===== src/rtl/mul_unit_pkg.sv =====
// Shared types for the RV32M multiply unit: operand bundle, op encodings and
// the operand-extension rules that distinguish MUL/MULH/MULHSU/MULHU.
package mul_unit_pkg;
  localparam int XLEN = 32;

  localparam logic [1:0] MUL_OP    = 2'b00;
  localparam logic [1:0] MULH_OP   = 2'b01;
  localparam logic [1:0] MULHSU_OP = 2'b10;
  localparam logic [1:0] MULHU_OP  = 2'b11;

  typedef struct packed {
    logic [XLEN-1:0] rs1;
    logic [XLEN-1:0] rs2;
    logic [1:0]      op;
  } mul_inputs_t;

  function automatic logic rs1_signed(input logic [1:0] op);
    return op != MULHU_OP;
  endfunction

  function automatic logic rs2_signed(input logic [1:0] op);
    return ~op[1];
  endfunction
endpackage


===== src/rtl/mul_unit_ifs.sv =====
// Issue-side and writeback-side handshake interfaces used by functional units.
interface func_unit_ex_interface;
  logic new_request_dec;
  logic ready;
  modport unit  (input new_request_dec, output ready);
  modport issue (output new_request_dec, input ready);
endinterface

interface unit_writeback_interface;
  logic        done_next_cycle;
  logic [31:0] rd;
  logic        accepted;
  modport unit (output done_next_cycle, output rd, input accepted);
  modport wb   (input done_next_cycle, input rd, output accepted);
endinterface


===== src/rtl/mul_unit_result_fifo.sv =====
// In-order result buffer with a registered head entry; pops while empty are ignored.
module result_fifo #(
  parameter int DEPTH = 4,
  parameter int WIDTH = 32
) (
  input  logic                       clk,
  input  logic                       rst,
  input  logic                       push,
  input  logic [WIDTH-1:0]           push_data,
  input  logic                       pop,
  output logic [WIDTH-1:0]           head,
  output logic [$clog2(DEPTH):0]     count
);
  localparam int PW = $clog2(DEPTH);
  localparam int CW = PW + 1;

  logic [WIDTH-1:0] mem [DEPTH];
  logic [PW-1:0]    wr_ptr_reg, rd_ptr_reg, rd_ptr_next;
  logic [CW-1:0]    count_reg, count_next, remaining;
  logic [WIDTH-1:0] head_reg, head_next;
  logic             do_pop;

  assign do_pop      = pop & (count_reg != '0);
  assign rd_ptr_next = do_pop ? rd_ptr_reg + 1'b1 : rd_ptr_reg;
  assign remaining   = do_pop ? count_reg - 1'b1 : count_reg;

  always_comb begin
    count_next = remaining;
    if (push)
      count_next = remaining + 1'b1;
  end

  // The new head is either already in memory or is the entry being written now.
  always_comb begin
    head_next = head_reg;
    if (remaining != '0)
      head_next = mem[rd_ptr_next];
    else if (push)
      head_next = push_data;
  end

  always_ff @(posedge clk) begin
    if (push)
      mem[wr_ptr_reg] <= push_data;
  end

  always_ff @(posedge clk) begin
    if (rst) begin
      wr_ptr_reg <= '0;
      rd_ptr_reg <= '0;
      count_reg  <= '0;
      head_reg   <= '0;
    end else begin
      if (push)
        wr_ptr_reg <= wr_ptr_reg + 1'b1;
      rd_ptr_reg <= rd_ptr_next;
      count_reg  <= count_next;
      head_reg   <= head_next;
    end
  end

  assign head  = head_reg;
  assign count = count_reg;
endmodule


===== src/rtl/mul_unit.sv =====
// RV32M multiply unit: two-stage multiply pipeline feeding an in-order result
// FIFO; admission is throttled so buffered plus in-flight results never exceed the FIFO.
module mul_unit
  import mul_unit_pkg::*;
#(
  parameter int FIFO_DEPTH = 4
) (
  input  logic                    clk,
  input  logic                    rst,
  input  mul_inputs_t             mul_inputs,
  func_unit_ex_interface.unit     mul_ex,
  unit_writeback_interface.unit   mul_wb
);
  localparam int CW = $clog2(FIFO_DEPTH) + 1;

  logic            s1_valid_reg, s2_valid_reg;
  logic [XLEN:0]   s1_rs1_reg, s1_rs2_reg;
  logic [1:0]      s1_op_reg, s2_op_reg;
  logic [63:0]     s2_product_reg;
  logic [63:0]     rs1_wide, rs2_wide;
  logic [XLEN-1:0] result;
  logic [CW-1:0]   count;
  logic [CW:0]     in_use;
  logic            accept;

  assign in_use = {1'b0, count} + {{CW{1'b0}}, s1_valid_reg} + {{CW{1'b0}}, s2_valid_reg};
  assign mul_ex.ready = in_use < (CW+1)'(FIFO_DEPTH);
  assign accept = mul_ex.new_request_dec & mul_ex.ready;

  // Only the low 64 bits of the 66-bit signed product are ever selected,
  // so extending the 33-bit operands to 64 bits and multiplying modulo 2^64 suffices.
  assign rs1_wide = {{(63-XLEN){s1_rs1_reg[XLEN]}}, s1_rs1_reg};
  assign rs2_wide = {{(63-XLEN){s1_rs2_reg[XLEN]}}, s1_rs2_reg};

  always_ff @(posedge clk) begin
    if (rst) begin
      s1_valid_reg <= 1'b0;
      s2_valid_reg <= 1'b0;
    end else begin
      s1_valid_reg <= accept;
      s2_valid_reg <= s1_valid_reg;
    end
  end

  always_ff @(posedge clk) begin
    if (accept) begin
      s1_rs1_reg <= {rs1_signed(mul_inputs.op) & mul_inputs.rs1[XLEN-1], mul_inputs.rs1};
      s1_rs2_reg <= {rs2_signed(mul_inputs.op) & mul_inputs.rs2[XLEN-1], mul_inputs.rs2};
      s1_op_reg  <= mul_inputs.op;
    end
    s2_product_reg <= rs1_wide * rs2_wide;
    s2_op_reg      <= s1_op_reg;
  end

  assign result = (s2_op_reg == MUL_OP) ? s2_product_reg[XLEN-1:0] : s2_product_reg[2*XLEN-1:XLEN];

  result_fifo #(
    .DEPTH (FIFO_DEPTH),
    .WIDTH (XLEN)
  ) u_result_fifo (
    .clk       (clk),
    .rst       (rst),
    .push      (s2_valid_reg),
    .push_data (result),
    .pop       (mul_wb.accepted),
    .head      (mul_wb.rd),
    .count     (count)
  );

  // Drops during the accept of the last entry so it is never offered twice.
  assign mul_wb.done_next_cycle = (count >= CW'(2)) | ((count == CW'(1)) & ~mul_wb.accepted);
endmodule


===== src/flat_wrapper.sv =====
// flat-port wrapper written by rule: the top's interface ports become plain ports
module mul_unit_flat import mul_unit_pkg::*;
#(
  parameter int FIFO_DEPTH = 4
)
  (clk, rst, mul_inputs, mul_ex_new_request_dec, mul_ex_ready, mul_wb_done_next_cycle, mul_wb_rd, mul_wb_accepted);
  func_unit_ex_interface mul_ex_i ();
  unit_writeback_interface mul_wb_i ();
  input  logic clk;
  input  logic rst;
  input  mul_inputs_t mul_inputs;
  input wire logic [$bits(mul_ex_i.new_request_dec)-1:0] mul_ex_new_request_dec;
  output wire logic [$bits(mul_ex_i.ready)-1:0] mul_ex_ready;
  output wire logic [$bits(mul_wb_i.done_next_cycle)-1:0] mul_wb_done_next_cycle;
  output wire logic [$bits(mul_wb_i.rd)-1:0] mul_wb_rd;
  input wire logic [$bits(mul_wb_i.accepted)-1:0] mul_wb_accepted;
  assign mul_ex_i.new_request_dec = mul_ex_new_request_dec;
  assign mul_ex_ready = mul_ex_i.ready;
  assign mul_wb_done_next_cycle = mul_wb_i.done_next_cycle;
  assign mul_wb_rd = mul_wb_i.rd;
  assign mul_wb_i.accepted = mul_wb_accepted;
  mul_unit #(.FIFO_DEPTH(FIFO_DEPTH)) u_core (.clk(clk), .rst(rst), .mul_inputs(mul_inputs), .mul_ex(mul_ex_i), .mul_wb(mul_wb_i));
endmodule

===== config.mk =====
export PLATFORM = sky130hd
export DESIGN_NAME = mul_unit_flat
export DESIGN_NICKNAME = d
export VERILOG_FILES = /design/src/rtl/mul_unit_pkg.sv /design/src/rtl/mul_unit_ifs.sv /design/src/rtl/mul_unit_result_fifo.sv /design/src/rtl/mul_unit.sv /design/src/flat_wrapper.sv
export SDC_FILE = /design/constraint.sdc
export NUM_CORES = 2
export LEC_CHECK = 0
export BUFFER_PORTS_ARGS = -buffer_cell sky130_fd_sc_hd__clkbuf_2
export CORE_MARGIN = 2
export CORE_UTILIZATION = 55
export DETAILED_ROUTE_END_ITERATION = 12
export HOLD_SLACK_MARGIN = 0.03
export PLACE_DENSITY = 0.79
export REMOVE_ABC_BUFFERS = 1
export SETUP_SLACK_MARGIN = 0.4
export SLEW_MARGIN = 20
export SYNTH_ARGS = -nofsm -noshare
export SYNTH_HDL_FRONTEND = slang
export SYNTH_SLANG_ARGS = --single-unit

===== constraint.sdc =====
create_clock -name clk -period 12.2 [get_ports clk]
set_input_delay 0.61 -clock clk [delete_from_list [all_inputs] [get_ports clk]]
set_output_delay 0.61 -clock clk [all_outputs]
set_load 0.02 [all_outputs]

==> run summary <==
CP Launch Type = register
Avg Cell Area, Syn = 10.3 µm²
crit path DAT = 9370 ps
CP Capture Type = register
Die Y = 301 µm
max FFs per register = 128
clock tree buffer depth = 3
DRC Markers = 0
Setup TNS = 0 ps
post-CTS setup buffer count = 0
setup slack, reg-to-reg = 3280 ps
gr usage total = 0.281
final setup vio count = 0
CTS Root Buffer Type = clkbuf_16
Hold-fix buffers, CTS = 0
slowest CP cell = edfxtp_1
clock slew at reported path FFs = 60 ps
CP startpoint = u_core.s1_rs2_reg[1]
die area = 90400 µm²
Vias/cell = 5.50
width of the die = 301 µm
Slowest Stage Delay on Critical Path = 1010 ps
crit-path max FO = 33
synthesized cell area = 48400 µm²
fin nets = 6084
Layout fillers = 7100
CTS H-Tree Depth = 2
initial antenna violation count = 5
routed wire length = 120000 µm
num rows = 108
most frequent CP cell = fa_1
Post-synth EDFFs = 196
sequential fraction of the synthesis area = 0.166
worst min path class = in2reg
CTS tree = built
post-synth top area share = 0.465
core area = 87000 µm²
vias in the first global route = 36060
CP required = 12650 ps
Critical Path End = u_core.s2_product_reg[60]
ys async rst share = 0
Num CTS Buffers = 37
Starting Density = 0.556
Synth area leader = fa_1
largest net degree at the start of global routing = 65
I/O Buffers = 103
total number of vias = 32200
Worst-Margin Slew = 1080 ps
Final period util = 0.731
CP Cell Sequence = and2_1, fa_1, fa_1, fa_1, inv_1, fa_1, inv_1, fa_1, fa_1, fa_1, inv_1, fa_1, inv_1, ha_1, a21o_1, a21o_1, a221o_1, a31oi_2, o211ai_1, a31oi_1, o21bai_1, xor2_1
cells after synthesis = 4688
library cells used by synthesis = 60
Top Ports = 104
run status = finished, final reports clean
fraction of layout cells with a size suffix above 1 = 0.0692
final hold viol count = 0
max_cap viols = 0
drt first pass iters = 5
fmax = 112 MHz
relative slew slack = 0.277
Crit path depth = 22
Pins Over Slew Limit = 0
Seq cells post-synth = 303
CTS sink count = 303
CTS resizes = 0
clk_lat worst skew = 600 ps
top_reg_cell synth = edfxtp_1
CP delay by family, top = adder cells
synth top area cells = fa_1 47%, edfxtp_1 12%, inv_1 8.5%
wire length per cell = 20.5 µm
hold path startpoint = mul_inputs[36]
initial DRC count = 2344
post-route ant nets = 0
gpl congestion = 0.922
Setup Skew = 42.2 ps
Post-DP HPWL = 90900 µm
kind of critical path = reg2reg
RR Endpoint = u_core.s2_product_reg[60]
unrepaired setup endpoints after global routing = false
CP bufs+invs = 4
RR Startpoint = u_core.s1_rs2_reg[1]
Area Overhead vs Synth = 5.88%
min cycle time layout = 8920 ps
hold-critical path depth = 1
grt ovf = 0
first-pass GRT wire length = 196000 µm
synth warn = 0
Reg2Reg Depth = 22
synth_stat cells (all sizes together), types with 9 or more instances:
cell    instances
o21bai         10
a21oi          88
nand4          12
nor2          105
ha            222
nor3           12
mux2           32
a21o           41
dfxtp         107
xor2           23
nand3          11
nand2         574
nand2b         14
and2          522
nor2b          38
mux2i          35
fa           1125
o21ai          30
edfxtp        196
a31oi           9
mux4           32
inv          1099
xnor2          60
clkbuf        229
layout by cell type (no fill, tap or decap), types with 5 or more instances in the layout:
cell type | Yosys | final
a31oi_1 | 8 | 8
clkbuf_2 | 2 | 103
mux2_2 | 32 | 32
nand2_1 | 574 | 573
o21bai_1 | 9 | 9
mux2i_1 | 35 | 35
o211ai_1 | 5 | 5
o21a_1 | 7 | 7
o21ai_0 | 21 | 21
a21oi_1 | 85 | 85
nand4_1 | 12 | 12
edfxtp_1 | 196 | 196
mux4_2 | 32 | 32
dfxtp_1 | 107 | 106
inv_1 | 1099 | 1099
xor2_1 | 23 | 23
nor3_1 | 12 | 12
fa_1 | 1125 | 1125
and3_1 | 8 | 8
clkbuf_1 | 227 | 9
o21ai_2 | 5 | 5
nor2_1 | 104 | 103
nand2b_1 | 14 | 14
ha_1 | 222 | 222
clkinv_2 | 0 | 5
clkbuf_16 | 0 | 37
a21o_1 | 41 | 41
nor2b_1 | 38 | 38
and2_1 | 521 | 520
xnor2_1 | 60 | 58
buf_4 | 0 | 71
nand3_1 | 10 | 10
logic make-up (layout without fill, tap and decap cells):
group | count (synthesis) | in the layout | synth area share
AO/OA/AOI/OAI | 219 | 219 | 0.0306
flip-flops | 303 | 303 | 0.166
buffers and inverters | 1336 | 1343 | 0.104
AND/OR/NAND/NOR | 1301 | 1301 | 0.133
adder cells (fa/ha/maj) | 1347 | 1347 | 0.522
other | 0 | 3 | 0
XOR/XNOR | 83 | 83 | 0.0150
multiplexers | 99 | 99 | 0.0296
stage by stage:
stage          utilization  cells  area [µm²]  worst slack [ps]  hold slack (ps)
4_1_cts              0.589   5847       51200              3280              167
3_3_place_gp         0.575   5780       50000              3450              328
6_report             0.589   5853       51300              3280              191
2_1_floorplan            -   4451       47500              4380              323
5_1_grt              0.589   5852       51300              2850              189
3_5_place_dp         0.575   5780       50000              3370              328
worst register-to-register path: stages (launching register included):
cell and delay (ps):
edfxtp_1 1010, and2_1 330, fa_1 520, fa_1 560, fa_1 870, inv_1 280
fa_1 830, inv_1 350, fa_1 550, fa_1 510, fa_1 490, inv_1 50
fa_1 470, inv_1 40, ha_1 390, a21o_1 210, a21o_1 170, a221o_1 300
a31oi_2 240, o211ai_1 160, a31oi_1 230, o21bai_1 110, xor2_1 150
how the worst min path moves through the flow:
stage                                      end
after floorplan            u_core.s2_op_reg[0]
after global placement     u_core.s2_op_reg[1]
after detailed placement   u_core.s2_op_reg[0]
after CTS                 u_core.s1_rs1_reg[2]
after global routing      u_core.s1_rs1_reg[0]
final                     u_core.s1_rs1_reg[2]
area by class of cell:
class,count,area [µm²],area share
Clock buffer,47,973,0.0190
Multi-Input combinational cell,3049,35400,0.690
Inverter,1099,4130,0.0805
Tap cell,1155,1450,0.0282
Antenna cell,3,7.51,0.000146
Sequential cell,303,8030,0.157
Timing Repair Buffer,177,1090,0.0213
Clock inverter,20,204,0.00398
metal layers:
layer  track usage  part of all wire  vias up
met5             0           0.00011        -
met4         0.104             0.040        2
met3        0.0571             0.093      320
met2         0.467              0.48     1465
met1         0.366              0.39    16733
li1              -                 -    13680
Power is not shown: default switching activity piles up to over one toggle a cycle in this logic, so the estimate is an artifact.
